**src/rtl/fpadd_pkg.sv**
```systemverilog
// Shared types for the FP add/sub reservation-station scheduler.
package fpadd_pkg;

    localparam int FP_W      = 64;
    localparam int TAG_W_MAX = 16;

    typedef enum logic [1:0] {
        IDLE = 2'd0,
        EXEC = 2'd1,
        WB   = 2'd2
    } state_t;

    // Tags are stored zero-extended to TAG_W_MAX so the entry layout is fixed.
    typedef struct packed {
        logic                 valid;
        logic [TAG_W_MAX-1:0] tag;
        logic                 sub;
        logic                 a_rdy;
        logic [FP_W-1:0]      a_val;
        logic [TAG_W_MAX-1:0] a_qtag;
        logic                 b_rdy;
        logic [FP_W-1:0]      b_val;
        logic [TAG_W_MAX-1:0] b_qtag;
    } rs_entry_t;

endpackage

```
**src/rtl/fpadd_rs_pick.sv**
```systemverilog
// Lowest-index one-hot priority picker.
module fpadd_rs_pick #(
    parameter int N = 4
) (
    input  logic [N-1:0] req,
    output logic [N-1:0] gnt,
    output logic         any
);

    // req & -req isolates the least significant set bit.
    assign gnt = req & (~req + N'(1));
    assign any = |req;

endmodule

```
**src/rtl/fpadd_rs_sched.sv**
```systemverilog
// Reservation-station scheduler for the multicycle FP add/sub unit.
// Optional: define FPADD_RS_WAKEUP_BYPASS_EN for same-cycle CDB wakeup-to-dispatch.
module fpadd_rs_sched
    import fpadd_pkg::*;
#(
    parameter int DEPTH = 4,
    parameter int TAG_W = 4,
    parameter int LAT   = 3
) (
    input  logic                       clk,
    input  logic                       rst,
    input  logic                       flush,
    input  logic                       iss_valid,
    output logic                       iss_ready,
    input  logic [TAG_W-1:0]           iss_tag,
    input  logic                       iss_sub,
    input  logic                       iss_a_rdy,
    input  logic                       iss_b_rdy,
    input  logic [63:0]                iss_a_val,
    input  logic [63:0]                iss_b_val,
    input  logic [TAG_W-1:0]           iss_a_tag,
    input  logic [TAG_W-1:0]           iss_b_tag,
    input  logic                       cdb_valid,
    input  logic [TAG_W-1:0]           cdb_tag,
    input  logic [63:0]                cdb_data,
    output logic [63:0]                fu_a,
    output logic [63:0]                fu_b,
    output logic                       fu_sub,
    input  logic [63:0]                fu_res,
    output logic                       wb_req,
    output logic [TAG_W-1:0]           wb_tag,
    output logic [63:0]                wb_data,
    input  logic                       wb_grant,
    output logic [$clog2(DEPTH+1)-1:0] occupancy
);

    localparam int OCC_W = $clog2(DEPTH+1);
    localparam int CNT_W = (LAT > 1) ? $clog2(LAT) : 1;

    rs_entry_t              ent     [DEPTH];
    rs_entry_t              ent_nxt [DEPTH];
    state_t                 state, state_nxt;
    logic [CNT_W-1:0]       cnt, cnt_nxt;
    logic [TAG_W-1:0]       res_tag;

    logic [DEPTH-1:0]       free_vec, alloc_oh, elig_vec, disp_oh;
    logic [DEPTH-1:0]       wake_a, wake_b;
    logic                   any_free, any_elig;
    logic                   can_disp, do_disp, do_iss, capture;
    logic [FP_W-1:0]        disp_a, disp_b;
    logic                   disp_sub;
    logic [TAG_W_MAX-1:0]   cdb_tag_x;
    logic                   iss_a_hit, iss_b_hit;

    assign cdb_tag_x = TAG_W_MAX'(cdb_tag);
    assign iss_a_hit = cdb_valid && (iss_a_tag == cdb_tag);
    assign iss_b_hit = cdb_valid && (iss_b_tag == cdb_tag);

    always_comb begin
        for (int i = 0; i < DEPTH; i++) begin
            free_vec[i] = !ent[i].valid;
            wake_a[i]   = ent[i].valid && !ent[i].a_rdy && cdb_valid && (ent[i].a_qtag == cdb_tag_x);
            wake_b[i]   = ent[i].valid && !ent[i].b_rdy && cdb_valid && (ent[i].b_qtag == cdb_tag_x);
`ifdef FPADD_RS_WAKEUP_BYPASS_EN
            elig_vec[i] = ent[i].valid && (ent[i].a_rdy || wake_a[i]) && (ent[i].b_rdy || wake_b[i]);
`else
            elig_vec[i] = ent[i].valid && ent[i].a_rdy && ent[i].b_rdy;
`endif
        end
    end

    fpadd_rs_pick #(.N(DEPTH)) u_pick_free (.req(free_vec), .gnt(alloc_oh), .any(any_free));
    fpadd_rs_pick #(.N(DEPTH)) u_pick_rdy  (.req(elig_vec), .gnt(disp_oh),  .any(any_elig));

    assign iss_ready = any_free;
    assign can_disp  = (state == IDLE) || (state == WB && wb_grant);
    assign do_disp   = can_disp && any_elig && !flush;
    assign do_iss    = iss_valid && iss_ready && !flush;
    assign wb_req    = (state == WB);

    // Operand mux for the selected entry; a not-yet-captured operand can only be the CDB value.
    always_comb begin
        disp_a   = '0;
        disp_b   = '0;
        disp_sub = 1'b0;
        for (int i = 0; i < DEPTH; i++) begin
            if (disp_oh[i]) begin
                disp_a   = ent[i].a_rdy ? ent[i].a_val : cdb_data;
                disp_b   = ent[i].b_rdy ? ent[i].b_val : cdb_data;
                disp_sub = ent[i].sub;
            end
        end
    end

    always_comb begin
        for (int i = 0; i < DEPTH; i++) begin
            ent_nxt[i] = ent[i];
            if (wake_a[i]) begin
                ent_nxt[i].a_rdy = 1'b1;
                ent_nxt[i].a_val = cdb_data;
            end
            if (wake_b[i]) begin
                ent_nxt[i].b_rdy = 1'b1;
                ent_nxt[i].b_val = cdb_data;
            end
            if (do_disp && disp_oh[i])
                ent_nxt[i].valid = 1'b0;
            if (do_iss && alloc_oh[i]) begin
                ent_nxt[i].valid  = 1'b1;
                ent_nxt[i].tag    = TAG_W_MAX'(iss_tag);
                ent_nxt[i].sub    = iss_sub;
                ent_nxt[i].a_rdy  = iss_a_rdy || iss_a_hit;
                ent_nxt[i].a_val  = iss_a_rdy ? iss_a_val : cdb_data;
                ent_nxt[i].a_qtag = TAG_W_MAX'(iss_a_tag);
                ent_nxt[i].b_rdy  = iss_b_rdy || iss_b_hit;
                ent_nxt[i].b_val  = iss_b_rdy ? iss_b_val : cdb_data;
                ent_nxt[i].b_qtag = TAG_W_MAX'(iss_b_tag);
            end
            if (flush)
                ent_nxt[i].valid = 1'b0;
        end
    end

    always_comb begin
        state_nxt = state;
        cnt_nxt   = cnt;
        capture   = 1'b0;
        case (state)
            IDLE: begin
                if (do_disp) begin
                    state_nxt = EXEC;
                    cnt_nxt   = CNT_W'(LAT-1);
                end
            end
            EXEC: begin
                if (cnt == '0) begin
                    capture   = 1'b1;
                    state_nxt = WB;
                end else begin
                    cnt_nxt = cnt - CNT_W'(1);
                end
            end
            WB: begin
                if (wb_grant) begin
                    if (do_disp) begin
                        state_nxt = EXEC;
                        cnt_nxt   = CNT_W'(LAT-1);
                    end else begin
                        state_nxt = IDLE;
                    end
                end
            end
            default: state_nxt = IDLE;
        endcase
        if (flush) begin
            state_nxt = IDLE;
            cnt_nxt   = '0;
            capture   = 1'b0;
        end
    end

    always_ff @(posedge clk or posedge rst) begin
        if (rst) begin
            state <= IDLE;
            cnt   <= '0;
            for (int i = 0; i < DEPTH; i++)
                ent[i] <= '0;
        end else begin
            state <= state_nxt;
            cnt   <= cnt_nxt;
            for (int i = 0; i < DEPTH; i++)
                ent[i] <= ent_nxt[i];
        end
    end

    always_ff @(posedge clk or posedge rst) begin
        if (rst) begin
            fu_a    <= '0;
            fu_b    <= '0;
            fu_sub  <= 1'b0;
            res_tag <= '0;
            wb_tag  <= '0;
            wb_data <= '0;
        end else begin
            if (do_disp) begin
                fu_a   <= disp_a;
                fu_b   <= disp_b;
                fu_sub <= disp_sub;
                for (int i = 0; i < DEPTH; i++)
                    if (disp_oh[i])
                        res_tag <= ent[i].tag[TAG_W-1:0];
            end
            if (capture) begin
                wb_tag  <= res_tag;
                wb_data <= fu_res;
            end
        end
    end

    always_comb begin
        occupancy = '0;
        for (int i = 0; i < DEPTH; i++)
            occupancy = occupancy + OCC_W'(ent[i].valid);
    end

endmodule

```
**config.mk**
```make
export PLATFORM = sky130hd
export DESIGN_NAME = fpadd_rs_sched
export DESIGN_NICKNAME = d
export VERILOG_FILES = /design/src/rtl/fpadd_pkg.sv /design/src/rtl/fpadd_rs_pick.sv /design/src/rtl/fpadd_rs_sched.sv
export SDC_FILE = /design/constraint.sdc
export NUM_CORES = 2
export LEC_CHECK = 0
export CORE_ASPECT_RATIO = 0.7
export CORE_MARGIN = 2
export CORE_UTILIZATION = 52
export DETAILED_ROUTE_END_ITERATION = 8
export PLACE_DENSITY = 0.84
export SYNTH_ARGS = -nofsm -noshare
export SYNTH_HDL_FRONTEND = slang
export SYNTH_SLANG_ARGS = --single-unit
```
**constraint.sdc**
```tcl
create_clock -name clk -period 43.5 [get_ports clk]
set_input_delay 13.05 -clock clk [delete_from_list [all_inputs] [get_ports clk]]
set_output_delay 13.05 -clock clk [all_outputs]
set_load 0.01 [all_outputs]
```
Word level (Yosys, flattened, before mapping)
Index checks and enable logic that the tools add are counted.

operators by class
  add/sub/neg operators = 6
  eq/ne operators = 16
  multiplexer cells = 60
  bitwise operators = 4
  reductions and logical operators = 84

operators by type and width
  cell                                                             number
  64-bit 2-to-1 mux                                                18
  180-bit 2-to-1 mux                                               4
  65-bit 2-to-1 mux                                                8
  1-bit logical AND                                                47
  4-bit == test                                                    10
  1-bit 2-to-1 mux                                                 16
  2-bit 2-to-1 mux                                                 8
  4-bit 2-to-1 mux                                                 4
  2-bit nonzero test                                               8
  1-bit logical NOT                                                13
  2-bit one-hot mux with 3 select lines                            2
  3-bit nonzero test                                               4
  3-bit != test, second input constant                             3
  4-bit by 1-bit adder with 4-bit output, second input constant    2
  4-bit bitwise AND                                                2
  4-bit NOT                                                        2
  4-bit nonzero test                                               2
  4-bit OR reduction                                               2
  3-bit AND reduction                                              2
  2-bit logical NOT                                                2
  2-bit by 1-bit adder with 3-bit output                           1
  3-bit by 1-bit adder with 3-bit output                           1
  1-bit logical OR                                                 3
  3-bit by 2-bit != test with 1-bit output, second input constant  1
  5 further kinds                                                  5

word-level totals
  flip-flop bits (word level) = 781
  input port bits = 281
  output and inout port bits = 202
  word-level logic and storage cells = 214

Depth between registers and ports, before layout
  word-level depth = 9
  gate-level depth with buffers = 9
  gate-level depth less buffers = 6

By module
Synthesis repeated with hierarchy kept, for this count alone.

unflattened totals
  cells, all modules = 3856
  area total of the unflattened synthesis = 42050.3 um^2

by module, submodules not included
  module          times used  cells an instance  area each (um^2)  sequential area each (um^2)
  fpadd_rs_sched  1           3846               41970.3           19543.7
  fpadd_rs_pick   2           5                  40.0              0.0

Worst setup path after synthesis
No wires, ideal clock.

  kind = flip-flop to output port
  start = reg ent[359] (netlist bit)
  end = out occupancy[1]
  data arrival time = 1.618 ns
  data required time = 30.450 ns
  setup slack = 28.832 ns
  stages on the path, launching flop included = 7
  path buffers = 1
  cell sequence = dfrtp_1 buf_2 inv_1 fa_1 inv_1 ha_1 ha_1

on the way
  cells in the longest elaborated chain, start to end = 2

ends and longest elaborated chain
  element                                 RTL line               text
  from (decl)                             fpadd_rs_sched.sv:40   rs_entry_t ent [DEPTH];
  from (signal, indexed assignment)       fpadd_rs_sched.sv:172  ent[i] <= ent_nxt[i];
  2-bit by 1-bit adder with 3-bit output  fpadd_rs_sched.sv:203  occupancy = occupancy + OCC_W'(ent[i].valid);
  3-bit by 1-bit adder with 3-bit output  fpadd_rs_sched.sv:203
  to (decl)                               fpadd_rs_sched.sv:34   output logic [$clog2(DEPTH+1)-1:0] occupancy

Every way passes these cells.

==> flow_summary.toml <==
[cts]
hold_buffers = 0
clock-sinks = 781
tritoncts = "built"
cts_max_path_buffers = 3
cts_setup_buffers = 0
htree_levels = 3
cts.clk_slew.worst_paths_ps = 60
root_buffer = "clkbuf_16"
cts-resized-gates = 0
numCtsBuffers = 77
clk-insertion-delay-late_ps = 630

[synth]
ys.flop_type = "dfrtp_1"
synth-seq-area-share = 0.494
synthArstFlopShare = 1.00
yosysTopAreaCell = "dfrtp_1"
synth_edf_count = 0
synth_top_area_frac = 0.494
yosys_warnings = 0
netlist_instances = 3714
ys_types = 61
synthTopCellsByArea = "dfrtp_1 (49%), a221o_1 (9.7%), and3_1 (6.1%)"
synth_seq_cells = 781
syn_avg_cell_area_um2 = 10.7
syn-num-nets = 4000
syn_area_um2 = 39600

[place]
globalplace.congestion = 0.830
hpwl_mm = 77.1
placedInstanceArea_um2 = 44100
io_buffers = 482

[drt]
drt-initial-drc-count = 5172
viasPerCell = 7.09
detail-route-antenna-nets = 0
drc_errors = 0
num_vias = 34900
firstDrtPassIters = 8
finalWirelength_mm = 139
wire_per_inst_um = 28.3

[layout]
postLayoutCellArea_um2 = 46700
mostFrequentLayoutCells = "dfrtp_1 (779), clkdlybuf4s50_1 (480), and3_1 (384), a221o_1 (383), nand2_1 (274)"
regArea_um2 = 19600
nets = 4149
layout_commonest_cell = "dfrtp_1"
multi_input_area_um2 = 18000
area_growth_pct = 17.9
nFillCells = 5855
drive_gt1_frac = 0.157
fin_util = 0.620

[sta]
maxSlewHeadroom = 0.180
finalSetupViolCount = 0
finClkSkew_ps = 24.0
finalHoldViolations = 0
holdWs_ps = 481
final_max_slew_viol_count = 0
finalWorstPathRequiredPeriod_ps = 16890
tightest_slew_ps = 1230
fin_crit_sh = 0.388
grt_setup_unrepaired = "no"
clock.fmax_mhz = 59.2
tns_ps = 0

[grt]
grt-ovfl-total = 0
grt_pass1_vias = 34300
antenna_found_initial = 17
busiest_layer = "met2"
grt_use_total = 0.346
met2_usage = 0.522
grt_start_max_net_pins = 173
grt.met1_usage = 0.476
met3_usage = 0.0861
grt_pass1_wl_mm = 212

[worst_hold_path]
worstHoldPathType = "flop to flop"
min-delay-start = "ent[525]"
hold_depth = 2
min_to = "ent[525]"

[critical_path]
r2r_start = "ent[161]"
timing.critical_path.arrival_ps = 17510
r2r_cells = 6
regToRegSetupSlack_ps = 39550
r2r_end = "fu_b[8]"
cp-start-kind = "input port"
critical_path_class = "input port to asynchronous set/reset pin"
required_ps = 44120
crit_path_max_fanout = 171
critPathCaptureType = "asynchronous set/reset pin"

[status]
status = "completed"

[floorplanning]
coreArea_um2 = 75300
die_area_um2 = 78400
die_h_um = 235
row_count = 84
start_util = 0.526
io_pins = 483
die_w_um = 334

[pwr]
leakage_nw = 20.5
powerDensity_nw_per_um2 = 50.1
max-vdd-ir-drop_mv = 0.0286

[run]
cap_viol_max_count = 0
## how the worst max path moves through the flow
stage	from	end	slack, ps	depth (start not counted)
CTS	rst	ent[576]	26420	6
global placement	rst	ent[408]	25800	6
global route	rst	ent[48]	25860	6
detailed placement	rst	ent[408]	25750	6
finish	rst	ent[219]	26610	6
floorplan	rst	cnt[0]	8520	1
## cells by family after synthesis
group / after synthesis / synth area share
multiplexers: 199 / 0.0566
buffers and inverters: 488 / 0.0567
AND/OR/NAND/NOR: 981 / 0.134
AO/OA/AOI/OAI: 1219 / 0.248
flip-flops: 781 / 0.494
adder cells (fa/ha/maj): 5 / 0.00177
XOR/XNOR: 41 / 0.00907
## critical path: stages
cell	delay, ps
clkdlybuf4s50_1	500
inv_8	490
buf_12	690
buf_4	820
buf_4	820
buf_4	860
## synthesized netlist by cell type, drive strengths merged (12+ instances only)
cell type / n
o211ai: 132
clkbuf: 229
nand2: 276
inv: 20
a21oi: 136
and3: 387
buf: 239
dfrtp: 781
a221o: 383
o21a: 12
mux2: 199
nand3: 141
o21ai: 264
xor2: 20
xnor2: 21
or2: 129
o221a: 129
a22o: 129
## layer usage
metal | vias up | part of all wire
met3 | 435 | 0.13
met1 | 17200 | 0.38
met4 | 8 | 0.041
met2 | 2799 | 0.45
met5 | - | 0.00039
li1 | 14500 | -
## state kept, by name (all words and copies together), names as in the netlist
signal	cells
ent	576
fu_b	64
fu_a	64
wb_tag	4
state	2
res_tag	4
wb_data	64
fu_sub	1
cnt	2
## final cells by class
cell class	count	area share
antenna	11	0.000590
clock buffer	115	0.0482
clock inverter	22	0.00593
inverter	20	0.00177
multi-input combinational	2445	0.385
sequential	781	0.419
tap	989	0.0265
timing repair buffer	538	0.113
## power by group
| group | total, mW | switching, mW | internal (mW) |
|---|---|---|---|
| combinational | 0.608 | 0.286 | 0.322 |
| sequential | 1.05 | 0.132 | 0.916 |
| clock | 0.682 | 0.293 | 0.389 |
## through the flow
step | total power, mW | cells | worst slack, ps
after floorplan | 1.34 | 3714 | 8520
after global placement | 1.63 | 4773 | 25800
after detailed placement | 1.65 | 4773 | 25750
after CTS | 2.33 | 4910 | 26420
after global routing | 2.43 | 4920 | 25860
final | 2.34 | 4921 | 26610
No activity file was read; power rests on OpenSTA's default activity.
